**config.mk**
```make
export PLATFORM = sky130hd
export DESIGN_NAME = atuador_dampers
export DESIGN_NICKNAME = d
export VERILOG_FILES = /design/src/rtl/atuador_dampers.sv
export SDC_FILE = /design/constraint.sdc
export NUM_CORES = 1
export LEC_CHECK = 0
export CORE_ASPECT_RATIO = 0.8
export CORE_MARGIN = 2
export CORE_UTILIZATION = 52
export DETAILED_ROUTE_END_ITERATION = 6
export PLACE_DENSITY = 0.77
export SLEW_MARGIN = 20
export SYNTH_ARGS = -nofsm -noshare
export SYNTH_HDL_FRONTEND = slang
export SYNTH_SLANG_ARGS = --single-unit
```
**constraint.sdc**
```tcl
create_clock -name clk -period 2.2 [get_ports clk]
set_input_delay 0.44 -clock clk [delete_from_list [all_inputs] [get_ports clk]]
set_output_delay 0.44 -clock clk [all_outputs]
set_load 0.02 [all_outputs]
```
**src/rtl/atuador_dampers.sv**
```systemverilog
// Damper actuator: per-damper travel FSMs with limit-switch supervision and timeout,
// plus the latched horn/lamp driven by the ventilation alarm and damper faults.
module atuador_dampers #(
    parameter int NUM_DAMPERS    = 7,
    parameter int TEMPO_CURSO    = 16,
    parameter int PAUSA_REVERSAO = 4
) (
    input  logic                   clk,
    input  logic                   rst_n,
    input  logic [NUM_DAMPERS-1:0] cmdDamper,
    input  logic                   alarmeVentilacao,
    input  logic                   reconhecer,
    input  logic [NUM_DAMPERS-1:0] fimAberto,
    input  logic [NUM_DAMPERS-1:0] fimFechado,
    output logic [NUM_DAMPERS-1:0] motorAbrir,
    output logic [NUM_DAMPERS-1:0] motorFechar,
    output logic [NUM_DAMPERS-1:0] posicaoAberta,
    output logic [NUM_DAMPERS-1:0] falhaDamper,
    output logic                   alarmeSonoro,
    output logic                   alarmeVisual
);

    localparam int MAX_CONTA = (TEMPO_CURSO > PAUSA_REVERSAO) ? TEMPO_CURSO : PAUSA_REVERSAO;
    localparam int CW        = $clog2(MAX_CONTA + 1);
    localparam logic [CW-1:0] C_CURSO_FIM = CW'(TEMPO_CURSO - 1);
    localparam logic [CW-1:0] C_PAUSA_FIM = CW'(PAUSA_REVERSAO - 1);

    typedef enum logic [2:0] {
        FECHADO  = 3'd0,
        ABRINDO  = 3'd1,
        ABERTO   = 3'd2,
        FECHANDO = 3'd3,
        PAUSA    = 3'd4,
        FALHA    = 3'd5
    } estado_t;

    logic [NUM_DAMPERS-1:0] r_ab_s1, r_ab_s2, r_fe_s1, r_fe_s2;
    logic [NUM_DAMPERS-1:0] w_motor_abrir, w_motor_fechar, w_aberta, w_falha;
    logic [NUM_DAMPERS-1:0] r_falha_prev;
    logic                   r_vent_prev;
    logic                   r_sonoro, r_visual;
    logic                   w_causa, w_set_sonoro;

    // Field switches are asynchronous; the FSMs only ever look at the second stage.
    always_ff @(posedge clk or negedge rst_n) begin
        if (!rst_n) begin
            r_ab_s1 <= '0;
            r_ab_s2 <= '0;
            r_fe_s1 <= '0;
            r_fe_s2 <= '0;
        end else begin
            r_ab_s1 <= fimAberto;
            r_ab_s2 <= r_ab_s1;
            r_fe_s1 <= fimFechado;
            r_fe_s2 <= r_fe_s1;
        end
    end

    genvar gi;
    generate
        for (gi = 0; gi < NUM_DAMPERS; gi++) begin : g_damper
            estado_t       r_estado, w_proximo;
            logic [CW-1:0] r_cnt;
            logic          w_conta;

            assign w_conta = (r_estado == PAUSA) || (r_estado == ABRINDO) || (r_estado == FECHANDO);

            always_ff @(posedge clk or negedge rst_n) begin
                if (!rst_n) begin
                    r_estado <= PAUSA;
                    r_cnt    <= '0;
                end else begin
                    r_estado <= w_proximo;
                    if (w_proximo != r_estado)
                        r_cnt <= '0;
                    else if (w_conta)
                        r_cnt <= r_cnt + CW'(1);
                end
            end

            always_comb begin
                w_proximo = r_estado;
                case (r_estado)
                    FECHADO:  if (cmdDamper[gi]) w_proximo = PAUSA;
                    ABRINDO: begin
                        if (r_ab_s2[gi])               w_proximo = ABERTO;
                        else if (!cmdDamper[gi])       w_proximo = PAUSA;
                        else if (r_cnt == C_CURSO_FIM) w_proximo = FALHA;
                    end
                    ABERTO:   if (!cmdDamper[gi]) w_proximo = PAUSA;
                    FECHANDO: begin
                        if (r_fe_s2[gi])               w_proximo = FECHADO;
                        else if (cmdDamper[gi])        w_proximo = PAUSA;
                        else if (r_cnt == C_CURSO_FIM) w_proximo = FALHA;
                    end
                    PAUSA:    if (r_cnt == C_PAUSA_FIM) w_proximo = cmdDamper[gi] ? ABRINDO : FECHANDO;
                    FALHA:    if (reconhecer) w_proximo = PAUSA;
                    default:  w_proximo = PAUSA;
                endcase
                // Both switches made means broken wiring or a stuck switch: trust neither.
                if (r_ab_s2[gi] && r_fe_s2[gi] && (r_estado != FALHA))
                    w_proximo = FALHA;
            end

            assign w_motor_abrir[gi]  = (r_estado == ABRINDO);
            assign w_motor_fechar[gi] = (r_estado == FECHANDO);
            assign w_aberta[gi]       = (r_estado == ABERTO);
            assign w_falha[gi]        = (r_estado == FALHA);
        end
    endgenerate

    assign w_causa      = alarmeVentilacao | (|w_falha);
    assign w_set_sonoro = (alarmeVentilacao & ~r_vent_prev) | (|(w_falha & ~r_falha_prev));

    // A new event outranks a same-cycle acknowledge, so no alarm is silently lost.
    always_ff @(posedge clk or negedge rst_n) begin
        if (!rst_n) begin
            r_vent_prev  <= 1'b0;
            r_falha_prev <= '0;
            r_sonoro     <= 1'b0;
            r_visual     <= 1'b0;
        end else begin
            r_vent_prev  <= alarmeVentilacao;
            r_falha_prev <= w_falha;
            if (w_set_sonoro)
                r_sonoro <= 1'b1;
            else if (reconhecer)
                r_sonoro <= 1'b0;
            if (w_causa)
                r_visual <= 1'b1;
            else if (reconhecer)
                r_visual <= 1'b0;
        end
    end

    assign motorAbrir    = w_motor_abrir;
    assign motorFechar   = w_motor_fechar;
    assign posicaoAberta = w_aberta;
    assign falhaDamper   = w_falha;
    assign alarmeSonoro  = r_sonoro;
    assign alarmeVisual  = r_visual;

endmodule
```
Word-level counts from Yosys, hierarchy flattened
Cells that the tools add are included.
W data, S select, Z words.

storage, ports and cells
  register bits = 94
  output and inout bits = 30
  logic and storage cells = 245

cells by class
  add/sub/neg operators = 7
  equal/unequal tests = 63
  multiplexer cells = 101
  bitwise operators = 6
  reductions and logical operators = 46

operators by type and width
  cell                   count
  $mux W3                70
  $pmux W3 S6            7
  $mux W5                14
  $eq A3 B2 Y1 const B   14
  $eq A3 B3 Y1 const B   14
  $add A5 B1 Y5 const B  7
  $eq A5 B2 Y1 const B   7
  $eq A5 B4 Y1 const B   7
  $eq A3 B1 Y1 const B   7
  $logic_not A3 Y1       7
  $ne A3 B3 Y1           7
  $ne A3 B3 Y1 const B   7
  $reduce_bool A2 Y1     9
  $logic_and A1 B1 Y1    14
  $logic_or A1 B1 Y1     14
  $mux W2                7
  $reduce_or A7 Y1       2
  $and A7 B7 Y7          1
  $not A7 Y7             1
  $mux W1                3
  $or A1 B1 Y1           2
  $and A1 B1 Y1          1
  $not A1 Y1             1

Longest topological paths before layout
Gate-level depths: netlist (run 1).

  word-level depth = 8
  depth in mapped cells = 8
  depth with buffers taken out = 8

Worst setup path after synthesis (run 1)
Ideal clock, no wire load.

  path type = register -> register
  from = register g_damper[3].r_cnt[0]
  to = register g_damper[3].r_cnt[4]
  setup time = 0.087 ns
  arrival = 2.085 ns
  data required time = 2.113 ns
  slack = 0.028 ns
  stages on the path, launching flop included = 9
  path buffers = 0
  period minus slack after synthesis = 2.172 ns
  path through = dfrtp_1 ha_1 and3_1 ha_1 nor3b_1 a211oi_1 o311a_1 or4_4 a211oi_2

on the way
  cells in the longest elaborated chain, start to end = 8
  elaborated cells between the ends (all ways) = 15
  classes of those cells = add/sub: 1; eq/ne: 3; mux: 10; reduce/logical: 1

RTL lines
  item                                                  RTL line  RTL
  from (decl)                                           63        logic [CW-1:0] r_cnt;
  from (signal assigned)                                77        r_cnt <= r_cnt + CW'(1);
  $eq A5 B4 Y1                                          88, 94
  $mux W3                                               88, 94
  $mux W3, on equally long branches                     93, 87
  $mux W3, on equally long branches                     92, 86
  $pmux W3 S6                                           83        case (r_estado)
  $mux W3                                               101       if (r_ab_s2[gi] && r_fe_s2[gi] && (r_estado != FALHA))
  $ne A3 B3 Y1                                          74        if (w_proximo != r_estado)
  $mux W5 / $reduce_bool A2 Y1 (equally long branches)  n/a

Several ways; a longest one is shown, not always the timed one. The select of a mux whose other input is x is not followed.
A chain may end at the register's enable or synchronous reset.

Final worst setup path (run 1)
  from = input cmdDamper[3]
  to = register g_damper[3].r_cnt[4]

on the way
  cells in the longest elaborated chain, start to end = 6
  elaborated cells between the ends (all ways) = 13
  classes of those cells = eq/ne: 1; mux: 11; reduce/logical: 1

RTL lines
  item                                                  RTL line    RTL
  from (decl)                                           10          input logic [NUM_DAMPERS-1:0] cmdDamper,
  $mux W3, or another cell as far along                 93          else if (cmdDamper[gi]) w_proximo = PAUSA;
  $mux W3, on equally long branches                     92, 86, 96
  $pmux W3 S6 (*)                                       83
  $mux W3 (*)                                           101
  $ne A3 B3 Y1 (*)                                      74
  $mux W5 / $reduce_bool A2 Y1 (equally long branches)  n/a

Mark *: on every way between the ends. The rest lies on a longest branch, timed or not.

==> results_dict.tcl, run 1 <==
set metrics [dict create \
    worstHoldPathType "in -> async" \
    slew_viol_final 0 \
    yosys_warnings 0 \
    max_clock_freq_mhz 451 \
    dominantRegCellSynth "sky130_fd_sc_hd__dfrtp_1" \
    setup.worst_path.end_class "flop" \
    hold_buf_count_cts 0 \
    yosysTopAreaCell "sky130_fd_sc_hd__dfrtp_1" \
    p_clk_share_pct 20.0 \
    worst_slew_margin_rel_pct 55.4 \
    grt_usage_pct 23.8 \
    diodes 0 \
    worst_ir_drop_vdd_mv 0.533 \
    synth_edf_count 0 \
    post_route_cells_drive_above_1_share_pct 20.2 \
    timing.critical_path.fanout_max 5 \
    postPlaceCellArea_sq_um 6330 \
    clk_path_buf_depth 2 \
    drt_pass1_iterations 5 \
    postSynth.asyncResetShare_pct 100 \
    nNetsFinal 706 \
    topRoutingLayerUsed "met4" \
    cts_bufs_inserted 9 \
    switchingPower_mw 3.01 \
    critPathKind "in -> reg" \
    placement.io_buffers 54 \
    top_cells_by_area_in_the_synthesized_netlist "sky130_fd_sc_hd__dfrtp_1 (40%), sky130_fd_sc_hd__nor2_1 (3.7%), sky130_fd_sc_hd__dfstp_2 (3.4%)" \
    postLayoutSetupSlackWorst_ns -0.0164 \
    pre_cts_slack_ns -0.226 \
    clock_sinks 94 \
    final_weighted_congestion_in_routability_driven_placement 0.872 \
    status "finished with violations" \
    rsz0062_at_grt "yes" \
    postSynthAreaPerCell_sq_um 9.38 \
    wl_per_cell_um 16.1 \
    postSynthRegisterBits 94 \
    leakagePower_nw 3.11 \
    synthesis.nets 614 \
    cts_tree "done" \
    route.detailed.drc 0 \
    detailedPlacementHpwl_um 8950 \
    grt-ovfl-total 0 \
    net_switching_fraction_of_the_power_pct 39.5 \
    worst_setup_hold_path_clk_slew_ns 0.06 \
    combPwrFrac_pct 45.8 \
    timing.clock.skew_ns 0.00532 \
    syn-cell-area_sq_um 5390 \
    grt_antenna_before_repair 0 \
    coreArea_sq_um 10200 \
    post_synth_inst_count 575 \
    final-setup-viol-count 1 \
    grt_pass1_vias 4517 \
    die_w_um 118 \
    seq_power_share_pct 34.1 \
    drt_wl_total_um 13100 \
    die_height_um 95.1 \
    wl_met2_um 6240 \
    cts-root-buf "sky130_fd_sc_hd__clkbuf_16" \
    power_density_nw_per_um2 1100 \
    cell_internal_pwr_mw 4.61 \
    top_level_ports 55 \
    grt_pass1_wl_um 21400 \
    fp.dieArea_sq_um 11200 \
    detail_route.iter0.violations 436 \
    routed-wl-met3_um 715 \
    final.min_clock_period_ns 2.22 \
    timing.critical_path.arrival_ns 2.47 \
    largest_net_degree_at_the_start_of_global_routing 50 \
    area_growth_syn_to_layout_pct 28.1 \
    post-route-period-util_pct 101 \
    max_slew.worst_pin.slew_ns 0.659 \
    postLayoutCellArea_sq_um 6910 \
    rows 33 \
    synth_cell_type_count 78 \
    violations "setup timing" \
    cts_max_level 3 \
    initial_utilization_pct 53.1 \
    routed-via-count 4825 \
    yosysMostFrequentCell "sky130_fd_sc_hd__dfrtp_1" \
    clock_latency_ns 0.34 \
    wl_met1_um 5910 \
    synth_largest_type_area_fraction_pct 40.4 \
    yosysSeqAreaShare_pct 43.8 \
    drv_cap 0 \
    netlist_top_cells_count "sky130_fd_sc_hd__dfrtp_1 (87), sky130_fd_sc_hd__nor2_1 (53), sky130_fd_sc_hd__a21oi_1 (36), sky130_fd_sc_hd__nand2_1 (36), sky130_fd_sc_hd__inv_1 (32)" \
    start_kind "input port" \
    post_route_antenna_net_violation_count 0 \
    route.detailed.vias_per_inst 5.94 \
    final-hold-violation-count 0 \
    cp_data_required_time_ns 2.45 \
]
==> metal layers <==
metal / global-route usage [%] / up-vias
li1: - / 2271
met1: 31.9 / 2336
met2: 38.5 / 192
met3: 5.14 / 26
met4: 8.73 / 0
met5: 0 / -
==> worst max-delay path, cell delays in order <==
cell and delay (ns):
sky130_fd_sc_hd__clkdlybuf4s50_1 0.53, sky130_fd_sc_hd__buf_4 0.20, sky130_fd_sc_hd__nor2b_2 0.16, sky130_fd_sc_hd__or3_1 0.36, sky130_fd_sc_hd__o311a_1 0.13, sky130_fd_sc_hd__or4_4 0.48
sky130_fd_sc_hd__a211oi_2 0.17
==> power by group through the flow <==
stage / clock [mW] / combinational, mW / sequential (mW)
floorplan: 0 / 2.25 / 2.38
global placement: 0 / 3.08 / 2.58
detailed placement: 0 / 3.19 / 2.61
CTS: 1.57 / 3.23 / 2.58
global route: 1.64 / 3.84 / 2.66
finish: 1.53 / 3.49 / 2.60
==> kinds of logic after synthesis <==
family / share of synthesized area (%)
xor+xnor: 3.41
fa+ha+maj: 3.25
mux: 1.93
flops: 43.8
simple gates: 25.4
buf+inv: 4.22
compound gates: 18.0
==> registers in the layout (all words and copies together) (netlist names) <==
register	flops
g_damper.r_cnt	35
g_damper.r_estado	21
r_ab_s1	7
r_ab_s2	7
r_falha_prev	7
r_fe_s1	7
r_fe_s2	7
alarmeSonoro	1
alarmeVisual	1
r_vent_prev	1
==> stage by stage <==
stage          hold WS (ns)  utilization [%]  std cells  power (mW)  setup TNS (ns)
6_report             0.0285             68.0        812        7.61         -0.0164
5_1_grt              0.0403             68.0        812        8.15          -0.274
4_1_cts              0.0239             65.7        804        7.38         -0.0214
3_5_place_dp          0.335             62.3        786        5.80           -1.90
3_3_place_gp          0.332             62.3        786        5.66          -0.916
2_1_floorplan         0.144                -        575        4.64               0
==> layout make-up <==
| cell class | count | area (sq um) |
|---|---|---|
| clock buffers | 10 | 229 |
| inverters | 32 | 120 |
| flip-flops and latches | 94 | 2370 |
| clock inverters | 6 | 62.6 |
| well taps | 140 | 175 |
| multi-input cells | 424 | 3020 |
| repair buffers | 106 | 928 |
| fillers | 817 | 3250 |
==> cell usage in the layout (no fill, tap or decap), types with 8 or more instances in the layout <==
| master | n |
|---|---|
| sky130_fd_sc_hd__dfrtp_1 | 80 |
| sky130_fd_sc_hd__buf_4 | 51 |
| sky130_fd_sc_hd__nor2_1 | 49 |
| sky130_fd_sc_hd__nand2_1 | 36 |
| sky130_fd_sc_hd__a21oi_1 | 34 |
| sky130_fd_sc_hd__inv_1 | 32 |
| sky130_fd_sc_hd__clkdlybuf4s50_1 | 26 |
| sky130_fd_sc_hd__o21ai_0 | 22 |
| sky130_fd_sc_hd__nor2b_1 | 19 |
| sky130_fd_sc_hd__dlygate4sd2_1 | 18 |
| sky130_fd_sc_hd__nand2b_1 | 15 |
| sky130_fd_sc_hd__nor3b_1 | 13 |
| sky130_fd_sc_hd__xor2_1 | 13 |
| sky130_fd_sc_hd__nor3_1 | 11 |
| sky130_fd_sc_hd__nand3_1 | 10 |
| sky130_fd_sc_hd__ha_1 | 10 |
| sky130_fd_sc_hd__o211ai_1 | 9 |
| sky130_fd_sc_hd__clkbuf_16 | 9 |
| sky130_fd_sc_hd__and2_1 | 8 |
| sky130_fd_sc_hd__xnor2_1 | 8 |
==> path summary, 6_finish.rpt <==
check,startpoint,end,slack [ns],cells past startpoint
setup / recovery,cmdDamper[3],g_damper[3].r_cnt[4],-0.02,7
hold / removal,rst_n,g_damper[2].r_estado[0],0.03,1
setup reg to reg,g_damper[3].r_cnt[0],g_damper[3].r_cnt[4],0.01,8
hold reg to reg,r_ab_s1[1],r_ab_s2[1],0.35,0
max in group asynchronous,rst_n,g_damper[3].r_estado[2],1.52,2
min in group clk,r_ab_s1[1],r_ab_s2[1],0.35,0
==> timing repair <==
action / in CTS / in global routing
setup buffers: 2 / 8
setup endpoints to repair: 41 / 39
gates resized for setup: 38 / 44
pin swaps: 1 / 19
No activity file was read; power rests on OpenSTA's default activity.
==> inputs of run 2 (changes only) <==
--- a/config.mk
+++ b/config.mk
@@ -8,9 +8,11 @@
 export CORE_ASPECT_RATIO = 0.8
 export CORE_MARGIN = 2
 export CORE_UTILIZATION = 52
+export CTS_CLUSTER_SIZE = 24
 export DETAILED_ROUTE_END_ITERATION = 6
 export PLACE_DENSITY = 0.77
 export SLEW_MARGIN = 20
 export SYNTH_ARGS = -nofsm -noshare
 export SYNTH_HDL_FRONTEND = slang
 export SYNTH_SLANG_ARGS = --single-unit
+export TNS_END_PERCENT = 50
==> run 2 against run 1 <==
  * The flow still finishes with violations (setup timing)
  * Critical endpoint unchanged
  * Clock power is essentially flat
  * Design area shrank 1.3%
  * Power shrank 1.4%
  * Wire length down 2.8%
  * Critical path type unchanged
  * Sequential share of layout area grew 0.44 points
  * Flip-flop and latch count unchanged
  * Non-clock buffer count decreased by 7
  * Via count decreased by 0.97%
==> results_dict.tcl, run 2 (synthesis gave the netlist of run 1 again) <==
set metrics [dict create \
    slew_viol_final 0 \
    clock_latency_ns 0.34 \
    fp.dieArea_sq_um 11200 \
    wl_per_cell_um 15.8 \
    timing.critical_path.from "cmdDamper[3]" \
    grt_pass1_vias 4515 \
    grt_usage_pct 23.7 \
    status "finished with violations" \
    postLayoutSetupSlackWorst_ns -0.00156 \
    layout_common_cells "sky130_fd_sc_hd__dfrtp_1 (80), sky130_fd_sc_hd__nor2_1 (50), sky130_fd_sc_hd__buf_4 (45), sky130_fd_sc_hd__nand2_1 (36), sky130_fd_sc_hd__a21oi_1 (34)" \
    final.min_clock_period_ns 2.20 \
    detail_route.iter0.violations 417 \
    area_growth_syn_to_layout_pct 26.4 \
    grt-ovfl-total 0 \
    drv_cap 0 \
    rows 33 \
    cts_bufs_inserted 9 \
    critPathKind "in -> reg" \
    postLayoutCellArea_sq_um 6820 \
    setup.worst_path.end_class "flop" \
    worstHoldPathType "in -> async" \
    p_clk_share_pct 20.3 \
    cts-root-buf "sky130_fd_sc_hd__clkbuf_16" \
    cp_data_required_time_ns 2.45 \
    route.detailed.drc 0 \
    die_w_um 118 \
    clock_sinks 94 \
    cp-endpoint "g_damper[3].r_cnt[4]" \
    timing.critical_path.fanout_max 5 \
    mostFrequentLayoutCell "sky130_fd_sc_hd__dfrtp_1" \
    diodes 0 \
    largest_reg_flops 35 \
    worstPathBufferInverterCount 2 \
    power_density_nw_per_um2 1100 \
    final-setup-viol-count 1 \
    worst_ir_drop_vdd_mv 0.503 \
    post-route-period-util_pct 100 \
    grt_pass1_wl_um 21300 \
    top_level_ports 55 \
    max_clock_freq_mhz 454 \
    post_route_antenna_net_violation_count 0 \
    seq_power_share_pct 34.9 \
    net_switching_fraction_of_the_power_pct 39.4 \
    nNetsFinal 699 \
    routed-via-count 4778 \
    detailedPlacementHpwl_um 8950 \
    timing.clock.skew_ns 0.00556 \
    fillers 831 \
    post_route_cells_drive_above_1_share_pct 18.6 \
    r2r_end "g_damper[3].r_cnt[4]" \
    combPwrFrac_pct 44.8 \
    leakagePower_nw 3.09 \
    critical_path.reg2reg.startpoint "g_damper[3].r_cnt[0]" \
    hold_buf_count_cts 0 \
    initial_utilization_pct 53.1 \
    placement.io_buffers 54 \
    r2r_slack_ns 0.02 \
    drt_wl_total_um 12700 \
    rsz0062_at_grt "yes" \
    final_weighted_congestion_in_routability_driven_placement 0.872 \
    cts_max_level 3 \
    critical_path.top_delay_family "simple AND/OR/NAND/NOR gates" \
    largest_register "g_damper.r_cnt" \
    coreArea_sq_um 10200 \
    die_height_um 95.1 \
    timing.critical_path.arrival_ns 2.45 \
    crit_path_top_delay_cell "sky130_fd_sc_hd__clkdlybuf4s50_1" \
    postPlaceCellArea_sq_um 6330 \
    start_kind "input port" \
    max_stage_delay_ns 0.53 \
    cell_internal_pwr_mw 4.55 \
    switchingPower_mw 2.96 \
    worst_setup_hold_path_clk_slew_ns 0.06 \
    grt_antenna_before_repair 0 \
    clk_path_buf_depth 2 \
    route.detailed.vias_per_inst 5.94 \
    pre_cts_slack_ns -0.226 \
    final-hold-violation-count 0 \
    max_slew.worst_pin.slew_ns 0.604 \
    worst_r2r_path_depth 8 \
    worst_slew_margin_rel_pct 58.6 \
    drt_pass1_iterations 5 \
    violations "setup timing" \
    layout_top_registers "g_damper.r_cnt (35), g_damper.r_estado (21)" \
    cts_tree "done" \
    critical_path.cell_chain "clkdlybuf4s50_1, buf_4, nor2b_2, or3_1, o311a_1, or4_4, a211oi_2" \
    crit_cells 7 \
    largest_net_degree_at_the_start_of_global_routing 50 \
]
run 2: worst min-delay path by stage:
stage | startpoint | end | depth (start not counted)
floorplan | rst_n | alarmeSonoro | 0
global placement | r_ab_s1[1] | r_ab_s2[1] | 0
detailed placement | r_ab_s1[1] | r_ab_s2[1] | 0
CTS | rst_n | r_fe_s1[2] | 1
global route | rst_n | g_damper[2].r_estado[0] | 1
finish | rst_n | g_damper[2].r_estado[0] | 1
run 2: through the flow:
step                      power (mW)  instances  util [%]  TNS [ns]  hold slack (ns)
after global placement          5.66        786      62.3    -0.916            0.332
after floorplan                 4.64        575         -         0            0.144
after CTS                       7.37        803      65.6   -0.0238           0.0239
after detailed placement        5.80        786      62.3     -1.90            0.335
after global routing            8.04        805      67.1    -0.226           0.0404
final                           7.51        805      67.1  -0.00156           0.0262
run 2: layer usage:
layer  global-route usage [%]  wire [um]  vias to the layer above
met2                     38.4       6040                      180
met1                     31.7       5770                     2313
met5                        0          0                        -
met4                     8.73        240                        0
li1                         -          -                     2259
met3                     5.14        678                       26
run 2: final cells by class:
type                            instances  area (sq um)  share of cell area [%]
Multi-Input combinational cell        424          2980                    43.7
Sequential cell                        94          2370                    34.7
Timing Repair Buffer                   99           881                    12.9
Clock buffer                           10           229                    3.36
Tap cell                              140           175                    2.57
Inverter                               32           120                    1.76
Clock inverter                          6          62.6                   0.917
run 2: repair_timing:
| action | in CTS | in global routing |
|---|---|---|
| pin swaps | 1 | 5 |
| resized for setup | 38 | 37 |
| setup endpoints to repair | 41 | 39 |
| setup buffers | 1 | 2 |
run 2: power groups by stage:
stage | registers (mW) | clock network (mW) | logic [mW]
after floorplan | 2.38 | 0 | 2.25
after global placement | 2.58 | 0 | 3.08
after detailed placement | 2.61 | 0 | 3.19
after CTS | 2.60 | 1.57 | 3.20
after global routing | 2.68 | 1.64 | 3.71
final | 2.62 | 1.53 | 3.36
==> inputs of run 3 (changes only) <==
--- a/config.mk
+++ b/config.mk
@@ -6,7 +6,6 @@
 export NUM_CORES = 1
 export LEC_CHECK = 0
 export CORE_ASPECT_RATIO = 0.8
-export CORE_MARGIN = 2
 export CORE_UTILIZATION = 52
 export CTS_CLUSTER_SIZE = 24
 export DETAILED_ROUTE_END_ITERATION = 6
==> run 3 against run 2 <==
  * Die area decreased by 3.8%
  * Sequential share of layout area decreased by 0.57 points
  * Cell count up 0.37%
  * The run now ends clean
  * Combinational power about the same
  * Register-to-register slack barely moved
  * Clock skew is 0.00099 ns higher
  * Largest power group unchanged
  * Utilization up 3.3 points
==> results_dict.tcl, run 3 (synthesis gave the netlist of run 1 again) <==
set metrics [dict create \
    status "finished clean" \
    grt_use_met3_pct 6.35 \
    start_kind "flop" \
    top_level_ports 55 \
    cp_data_required_time_ns 2.46 \
    footprint_of_the_multi_input_gates_sq_um 3000 \
    timing.clock.skew_ns 0.00655 \
    final-hold-violation-count 0 \
    cts_tree "done" \
    rows 32 \
    layout_top_registers "g_damper.r_cnt (35), g_damper.r_estado (21)" \
    initial_utilization_pct 54.8 \
    final-setup-viol-count 0 \
    grt_usage_pct 25.3 \
    timing.critical_path.fanout_max 5 \
    diodes 0 \
    fillers 744 \
    cts_bufs_inserted 9 \
    largest_register "g_damper.r_cnt" \
    cell_internal_pwr_mw 4.70 \
    max_slew.worst_pin.slew_ns 0.781 \
    setup.worst_path.end_class "flop" \
    detail_route.iter0.violations 404 \
    mostFrequentLayoutCell "sky130_fd_sc_hd__dfrtp_1" \
    gr-max-usage-layer "met2" \
    worstHoldPathType "in -> async" \
    postLayoutSetupSlackWorst_ns 0.0149 \
    power_density_nw_per_um2 1100 \
    cts_max_level 3 \
    cts-root-buf "sky130_fd_sc_hd__clkbuf_16" \
    die_w_um 116 \
    clock_sinks 94 \
    post_route_antenna_net_violation_count 0 \
    route.detailed.drc 0 \
    final_weighted_congestion_in_routability_driven_placement 0.935 \
    r2r_slack_ns 0.01 \
    critPathKind "reg -> reg" \
    ff_latch_area_sq_um 2370 \
    placement.io_buffers 54 \
    timing.critical_path.arrival_ns 2.44 \
    slew_viol_final 0 \
    worst_setup_hold_path_clk_slew_ns 0.06 \
    nNetsFinal 706 \
    postPlaceCellArea_sq_um 6340 \
    postLayoutCellArea_sq_um 6940 \
    routed-via-count 4783 \
    switchingPower_mw 2.95 \
    fin_worst_hold_slack_ns 0.140 \
    wl_per_cell_um 16.0 \
    route.detailed.vias_per_inst 5.92 \
    grt_util_met1_pct 34.4 \
    grt_pass1_vias 4448 \
    drv_cap 0 \
    hold_buf_count_cts 0 \
    layout_common_cells "sky130_fd_sc_hd__dfrtp_1 (79), sky130_fd_sc_hd__nor2_1 (51), sky130_fd_sc_hd__buf_4 (51), sky130_fd_sc_hd__nand2_1 (36), sky130_fd_sc_hd__a21oi_1 (34)" \
    cp-endpoint "g_damper[3].r_cnt[4]" \
    coreArea_sq_um 9850 \
    grt_antenna_before_repair 0 \
    max_clock_freq_mhz 458 \
    largest_net_degree_at_the_start_of_global_routing 95 \
    detailedPlacementHpwl_um 8600 \
    seq_power_share_pct 33.8 \
    p_clk_share_pct 21.9 \
    timing.critical_path.from "g_damper[3].r_cnt[0]" \
    clk_path_buf_depth 2 \
    post-route-period-util_pct 99.3 \
    clock_latency_ns 0.34 \
    grt-ovfl-total 0 \
    largest_reg_flops 35 \
    combPwrFrac_pct 44.3 \
    r2r_end "g_damper[3].r_cnt[4]" \
    fp.dieArea_sq_um 10800 \
    die_height_um 93.1 \
    rsz0062_at_grt "yes" \
    post_route_cells_drive_above_1_share_pct 19.5 \
    final.min_clock_period_ns 2.19 \
    worst_ir_drop_vdd_mv 0.630 \
    worst_r2r_path_depth 8 \
    worst_slew_margin_rel_pct 47.2 \
    pre_cts_slack_ns -0.269 \
    critical_path.reg2reg.startpoint "g_damper[3].r_cnt[0]" \
    area_growth_syn_to_layout_pct 28.6 \
    leakagePower_nw 3.19 \
    net_switching_fraction_of_the_power_pct 38.6 \
    drt_wl_total_um 12900 \
    gr-usage-met2_pct 38.1 \
    drt_pass1_iterations 5 \
    grt_pass1_wl_um 21200 \
]
==> run 3: metal layers <==
metal | share of wire (%) | vias up
met5 | 0 | -
met4 | 2.9 | 0
met3 | 5.5 | 27
met2 | 46 | 177
met1 | 45 | 2303
li1 | - | 2276
==> run 3: worst min-delay path by stage <==
stage	to	slack (ns)	cells past startpoint
floorplan	alarmeSonoro	0.14	0
global route	g_damper[6].r_estado[1]	0.17	2
CTS	g_damper[0].r_cnt[4]	0.18	2
finish	g_damper[2].r_estado[1]	0.14	2
global placement	r_fe_s2[3]	0.33	0
detailed placement	r_ab_s2[1]	0.33	0
==> run 3: per-stage QoR <==
step / total power, mW / util, % / setup TNS, ns / cells
floorplan: 4.64 / - / 0 / 575
global placement: 5.67 / 64.4 / -0.867 / 785
detailed placement: 5.78 / 64.4 / -1.66 / 785
CTS: 7.52 / 68.4 / -0.0786 / 803
global route: 8.13 / 70.4 / -0.422 / 808
finish: 7.64 / 70.4 / 0 / 808
==> run 3: critical path, cell delays in order, from the launching register on <==
cell and delay (ns):
sky130_fd_sc_hd__dfrtp_1 0.38, sky130_fd_sc_hd__ha_2 0.20, sky130_fd_sc_hd__and3_4 0.15, sky130_fd_sc_hd__ha_4 0.17, sky130_fd_sc_hd__nor3b_4 0.21, sky130_fd_sc_hd__a211oi_2 0.06, sky130_fd_sc_hd__o311a_1 0.30, sky130_fd_sc_hd__or4_4 0.47
sky130_fd_sc_hd__a211oi_2 0.17
==> run 3: what timing repair did <==
action | CTS | global route
pin swaps | 6 | 11
buffers inserted | 2 | 5
setup endpoints to repair | 38 | 39
cloned | 0 | 0
gates resized for setup | 40 | 36
==> run 3: power by group through the flow <==
stage,clock network [mW],registers (mW),logic [mW]
after floorplan,0,2.38,2.25
after global placement,0,2.56,3.11
after detailed placement,0,2.58,3.20
after CTS,1.70,2.57,3.25
after global routing,1.78,2.65,3.70
final,1.67,2.58,3.39
==> run 3: final cells by class <==
| type | count | area share [%] |
|---|---|---|
| Clock buffer | 10 | 3.44 |
| Multi-Input combinational cell | 424 | 43.3 |
| Tap cell | 136 | 2.45 |
| Timing Repair Buffer | 106 | 13.7 |
| Sequential cell | 94 | 34.2 |
| Inverter | 32 | 1.73 |
| Clock inverter | 6 | 1.21 |
